## src/rtl/sa_pkg.sv

```systemverilog
// rtl/sa_pkg.sv - shared state encoding, defaults and window modes for the systolic array sequencer
package sa_pkg;

    localparam int SA_N     = 4;
    localparam int SA_CNT_W = 16;
    localparam int DATA_W   = 16;

    typedef enum logic [2:0] {
        IDLE,
        WLOAD,
        STREAM,
        FLUSH,
        DONE
    } sa_state_t;

    // Window generator modes: rows open at s = r, columns open at s = N + c
    localparam logic WIN_ROW = 1'b0;
    localparam logic WIN_COL = 1'b1;

endpackage

```

## src/rtl/sa_window_gen.sv

```systemverilog
// rtl/sa_window_gen.sv - combinational per-lane skew window decoder for rows or columns
module sa_window_gen
    import sa_pkg::*;
#(
    parameter int N     = SA_N,
    parameter int CNT_W = SA_CNT_W
) (
    input  logic [CNT_W:0]   s,
    input  logic [CNT_W-1:0] m,
    input  logic             mode,
    output logic [N-1:0]     win
);

    localparam int EXT_W = CNT_W + 2;

    // Lane i is live for m cycles from offset+i; the half-open upper bound keeps m = 0 empty
    always_comb begin
        logic [EXT_W-1:0] lo;
        lo  = '0;
        win = '0;
        for (int i = 0; i < N; i++) begin
            lo     = EXT_W'(i) + ((mode == WIN_COL) ? EXT_W'(N) : EXT_W'(0));
            win[i] = ({1'b0, s} >= lo) && ({1'b0, s} < (lo + {2'b00, m}));
        end
    end

endmodule

```

## src/rtl/sa_ctrl.sv

```systemverilog
// rtl/sa_ctrl.sv - weight-stationary systolic array job sequencer; SA_CTRL_PERF_EN adds busy-cycle and job counters
module sa_ctrl
    import sa_pkg::*;
#(
    parameter int N     = SA_N,
    parameter int CNT_W = SA_CNT_W
) (
    input  logic                 clk,
    input  logic                 rst,
    input  logic                 start,
    input  logic                 cfg_load_w,
    input  logic [CNT_W-1:0]     cfg_m,
    output logic                 busy,
    output logic                 done,
    output logic [$clog2(N)-1:0] wt_rd_addr,
    output logic [N-1:0]         weight_en,
    output logic [CNT_W-1:0]     act_rd_addr,
    output logic                 act_rd_en,
    output logic [N-1:0]         row_valid,
    output logic                 compute,
    output logic [N-1:0]         col_valid
`ifdef SA_CTRL_PERF_EN
    ,
    output logic [31:0]          perf_busy_cycles,
    output logic [15:0]          perf_jobs
`endif
);

    localparam int AW = $clog2(N);
    localparam int TW = CNT_W + 1;

    sa_state_t        state;
    logic [AW-1:0]    w_q;
    logic [TW-1:0]    t_q;
    logic [CNT_W-1:0] m_q;

    logic [CNT_W-1:0] m_nx;
    logic [TW-1:0]    t_nx;
    logic [TW-1:0]    s_nx;
    logic [TW-1:0]    last_t;
    logic [TW-1:0]    rd_end;
    logic             stream_nx;
    logic             flush_nx;
    logic             rd_nx;
    logic [N-1:0]     row_win;
    logic [N-1:0]     col_win;

    // Look ahead one cycle so every array-facing strobe can be driven from a register
    always_comb begin
        m_nx      = (state == IDLE) ? cfg_m : m_q;
        last_t    = {1'b0, m_q} + TW'(2 * N - 3);
        rd_end    = {1'b0, m_nx} + TW'(N - 1);
        stream_nx = 1'b0;
        flush_nx  = 1'b0;
        t_nx      = '0;
        case (state)
            IDLE:    stream_nx = start && !cfg_load_w && (cfg_m != '0);
            WLOAD:   stream_nx = (w_q == AW'(N - 1)) && (m_q != '0);
            STREAM: begin
                if (t_q == last_t) begin
                    flush_nx = 1'b1;
                end else begin
                    stream_nx = 1'b1;
                    t_nx      = t_q + 1'b1;
                end
            end
            default: ;
        endcase
        s_nx  = flush_nx ? ({1'b0, m_q} + TW'(2 * N - 2)) : t_nx;
        rd_nx = stream_nx && (t_nx < rd_end);
    end

    sa_window_gen #(.N(N), .CNT_W(CNT_W)) u_row_win (
        .s    (s_nx),
        .m    (m_nx),
        .mode (WIN_ROW),
        .win  (row_win)
    );

    sa_window_gen #(.N(N), .CNT_W(CNT_W)) u_col_win (
        .s    (s_nx),
        .m    (m_nx),
        .mode (WIN_COL),
        .win  (col_win)
    );

    // Job FSM with registered strobes; a reset mid-job drops straight to IDLE without done
    always_ff @(posedge clk) begin
        if (rst) begin
            state       <= IDLE;
            w_q         <= '0;
            t_q         <= '0;
            m_q         <= '0;
            busy        <= 1'b0;
            done        <= 1'b0;
            wt_rd_addr  <= '0;
            weight_en   <= '0;
            act_rd_addr <= '0;
            act_rd_en   <= 1'b0;
            row_valid   <= '0;
            compute     <= 1'b0;
            col_valid   <= '0;
        end else begin
            done        <= 1'b0;
            weight_en   <= '0;
            wt_rd_addr  <= '0;
            t_q         <= t_nx;
            compute     <= stream_nx;
            act_rd_en   <= rd_nx;
            act_rd_addr <= rd_nx ? t_nx[CNT_W-1:0] : '0;
            row_valid   <= stream_nx ? row_win : '0;
            col_valid   <= (stream_nx || flush_nx) ? col_win : '0;
            case (state)
                IDLE: begin
                    if (start) begin
                        m_q  <= cfg_m;
                        w_q  <= '0;
                        busy <= 1'b1;
                        if (cfg_load_w) begin
                            state     <= WLOAD;
                            weight_en <= N'(1);
                        end else if (cfg_m == '0) begin
                            state <= DONE;
                            done  <= 1'b1;
                        end else begin
                            state <= STREAM;
                        end
                    end
                end
                WLOAD: begin
                    if (w_q == AW'(N - 1)) begin
                        if (m_q == '0) begin
                            state <= DONE;
                            done  <= 1'b1;
                        end else begin
                            state <= STREAM;
                        end
                    end else begin
                        w_q        <= w_q + 1'b1;
                        wt_rd_addr <= w_q + 1'b1;
                        weight_en  <= N'(1) << (w_q + 1'b1);
                    end
                end
                STREAM: begin
                    if (flush_nx) begin
                        state <= FLUSH;
                    end
                end
                FLUSH: begin
                    state <= DONE;
                    done  <= 1'b1;
                end
                DONE: begin
                    state <= IDLE;
                    busy  <= 1'b0;
                end
                default: state <= IDLE;
            endcase
        end
    end

`ifdef SA_CTRL_PERF_EN
    // Busy-cycle counter saturates; job counter wraps
    always_ff @(posedge clk) begin
        if (rst) begin
            perf_busy_cycles <= '0;
            perf_jobs        <= '0;
        end else begin
            if (busy && (perf_busy_cycles != '1)) begin
                perf_busy_cycles <= perf_busy_cycles + 1'b1;
            end
            if (done) begin
                perf_jobs <= perf_jobs + 1'b1;
            end
        end
    end
`endif

endmodule

```

## config.mk

```make
export PLATFORM = sky130hd
export DESIGN_NAME = sa_ctrl
export DESIGN_NICKNAME = d
export VERILOG_FILES = /design/src/rtl/sa_pkg.sv /design/src/rtl/sa_window_gen.sv /design/src/rtl/sa_ctrl.sv
export SDC_FILE = /design/constraint.sdc
export NUM_CORES = 1
export LEC_CHECK = 0
export BUFFER_PORTS_ARGS = -buffer_cell sky130_fd_sc_hd__buf_2
export CAP_MARGIN = 20
export CORE_UTILIZATION = 50
export DETAILED_ROUTE_END_ITERATION = 8
export PLACE_DENSITY = 0.64
export SYNTH_ARGS = -nofsm -noshare
export SYNTH_HDL_FRONTEND = slang
export SYNTH_HIERARCHICAL = 1
export SYNTH_SLANG_ARGS = --single-unit
```

## constraint.sdc

```tcl
create_clock -name clk -period 6.5 [get_ports clk]
set_input_delay 0.325 -clock clk [delete_from_list [all_inputs] [get_ports clk]]
set_output_delay 0.325 -clock clk [all_outputs]
set_load 0.01 [all_outputs]
```

==> impl_metrics.json <==
{
  "ys_top_cells_by_area": "ha_1, dfxtp_1, xnor2_1, nand2_1, xor2_1",
  "drc": 0,
  "grt_pass1_vias": 8953,
  "crit_path_max_incr_delay_ns": 0.61,
  "die_w_um": 142,
  "maxSlewViolCount": 0,
  "place_area_um2": 10300,
  "ys_seq_area_share_pct": 14.7,
  "critPathLaunchType": "flip-flop",
  "tns_ns": 0,
  "ant_nets": 0,
  "ios": 54,
  "drive_gt1_share_pct": 9.28,
  "cp_cell_sequence": "nor3_4, buf_4, mux2i_1, inv_1, ha_1, ha_1, a21boi_0, nor2_1, nand2_1, nor2_1, xnor2_1, ha_1, a21o_1, a221o_1, a31oi_1, o211a_1, nand3b_1, o21ai_0",
  "rsz0062_at_grt": "no",
  "drtIter0Drc": 702,
  "cp.buffers_inverters": 2,
  "io_buffers": 53,
  "hold_class": "in -> reg",
  "worstMarginPinSlew_ns": 0.945,
  "fin_crit_ns": 5.06,
  "gp_congestion": 0.981,
  "synth_top_area_share_pct": 21.8,
  "relSlewSlack_pct": 36.8,
  "initial_core_util_pct": 51.8,
  "die_h_um": 142,
  "crit_type": "reg -> reg",
  "cts_max_level": 3,
  "avgRoutedWirePerCell_um": 19.3,
  "grt_overflow": 0,
  "maxCapViolCount": 0,
  "final_area_um2": 10600,
  "syn_inst": 1287,
  "core_um2": 19000,
  "antenna_cells": 0,
  "crit_path_end_kind": "flip-flop",
  "grt_usage_pct": 31.0,
  "holdBufCountCts": 0,
  "cts.sink_count": 72,
  "pre_cts_ws_ns": 1.52,
  "routed_wl_mm": 30.4,
  "yosysMostFrequentCell": "ha_1",
  "dieArea_um2": 20200,
  "slowest_stage": "mux2i_1",
  "cp.required_ns": 6.75,
  "clkTransAtPathRegs_ns": 0.06,
  "dp_hpwl_mm": 23.3,
  "synth.avg_cell_area_um2": 7.63,
  "setup_slack_ns": 1.44,
  "min_period_over_period_pct": 77.9,
  "synth_ff_type": "dfxtp_1",
  "cts-root-buf": "clkbuf_16",
  "cts_buffer_depth": 2,
  "clk_latency_ns": 0.35,
  "worstPathMaxFanout": 28,
  "ir_worst_vdd_mv": 0.139,
  "antenna_found_initial": 0,
  "area_delta_synth_final_pct": 7.94,
  "synth_common_cells": "ha_1, nand2_1, nor2_1",
  "ys_seq_elements": 72,
  "status": "complete, no violations",
  "grt_pass1_wl_mm": 48.5,
  "arrival_ns": 5.31,
  "vias": 9425,
  "async_reset_ff_share_pct": 0,
  "viasPerCell": 5.98,
  "ys.warnings.count": 6,
  "synth_cell_type_count": 70,
  "nNetsFinal": 1503,
  "nFillCells": 1855,
  "powerDensity_nw_per_um2": 177,
  "cts_setup_buffers": 0,
  "hold_viol_final": 0,
  "clock.fmax_ghz": 0.198,
  "yosys.area.top_type": "ha_1",
  "path_common_cell": "ha_1",
  "std_cell_rows": 50,
  "fin_skew_ns": 0.0119,
  "cts_resized": 0,
  "synth_edf_count": 0,
  "syn_area_um2": 9820,
  "p_leak_nw": 4.56,
  "cts_tree": "yes",
  "grt_max_degree": 35,
  "setup_violations": 0,
  "cts_buffers": 9,
  "dr.pass1.iters": 5,
  "path_delay_family": "compound AO/OA/AOI/OAI gates"
}
area by class of cell:
| cell class | count | area, um^2 | share of cell area (%) |
|---|---|---|---|
| clock buffer | 10 | 229 | 2.16 |
| clock inverter | 6 | 68.8 | 0.650 |
| inverter | 42 | 158 | 1.49 |
| multi-input combinational | 1099 | 7860 | 74.2 |
| sequential | 72 | 1440 | 13.6 |
| tap | 260 | 325 | 3.07 |
| timing repair buffer | 86 | 513 | 4.84 |
layer usage:
layer  track usage [%]  share of wire (%)  vias up
li1                  -                  -     4590
met1              41.5                 45     4397
met2              50.1                 45      382
met3              5.96                8.0       56
met4              9.45                2.3        0
met5                 0                  0        -
kinds of logic (layout without fill, tap and decap cells):
family                   Yosys count  after routing  share of synthesized area (%)
adder cells (fa/ha/maj)          173            173                           22.2
buffers and inverters            120            144                           5.46
AO/OA/AOI/OAI                    202            202                           13.2
other                              2              6                         0.0765
multiplexers                      25             25                           2.55
flip-flops                        72             72                           14.7
AND/OR/NAND/NOR                  524            524                           26.7
XOR/XNOR                         169            169                           15.1
metrics by stage:
stage / total power, mW / utilization [%] / std cells / hold slack, ns
final: 1.88 / 55.9 / 1575 / 0.264
after global routing: 2.01 / 55.9 / 1575 / 0.260
after CTS: 1.87 / 55.9 / 1575 / 0.256
after detailed placement: 1.36 / 54.3 / 1559 / 0.526
after global placement: 1.35 / 54.3 / 1559 / 0.511
after floorplan: 1.16 / - / 1291 / 0.461
report_power, final:
group          switching (mW)  internal (mW)  leakage, nW
Sequential             0.0422          0.460        0.584
Clock                   0.207          0.299        0.143
Combinational           0.544          0.326         3.83
Total                   0.793           1.09         4.56
path summary, 6_finish.rpt:
check / startpoint / cells after the start / end / slack (ns)
worst min-delay path: cfg_m[2] / 3 / m_q[2]$_SDFFE_PP0P_ / 0.26
worst max-delay path: state[1]$_SDFFE_PP0P_ / 18 / row_valid[3]$_SDFF_PP0_ / 1.44
worst max register to register: state[1]$_SDFFE_PP0P_ / 18 / row_valid[3]$_SDFF_PP0_ / 1.44
worst min register to register: busy$_SDFFE_PP0P_ / 2 / busy$_SDFFE_PP0P_ / 0.54
flip-flops by register name, summed over array words and instances (netlist names):
register     cells
act_rd_addr     16
act_rd_en        1
busy             1
col_valid        4
compute          1
done             1
m_q             16
row_valid        4
state            3
t_q             17
w_q              2
weight_en        4
wt_rd_addr       2
placed cells by master (no fill, tap or decap), drive strengths merged, types with 27 or more instances in the layout:
| cell | synthesis | routed |
|---|---|---|
| xnor2 | 107 | 107 |
| a21oi | 69 | 69 |
| inv | 42 | 43 |
| nand4 | 27 | 27 |
| xor2 | 62 | 62 |
| nand3 | 49 | 49 |
| nand2 | 161 | 161 |
| nor2 | 117 | 117 |
| ha | 171 | 171 |
| dfxtp | 72 | 72 |
| nor3 | 53 | 53 |
| o21ai | 35 | 35 |
| buf | 37 | 86 |
worst min-delay path, stage by stage:
cell	delay, ns
buf_2	0.12
nand2_1	0.05
a21oi_1	0.05
Note: power is estimated with default switching activity, not from simulation.
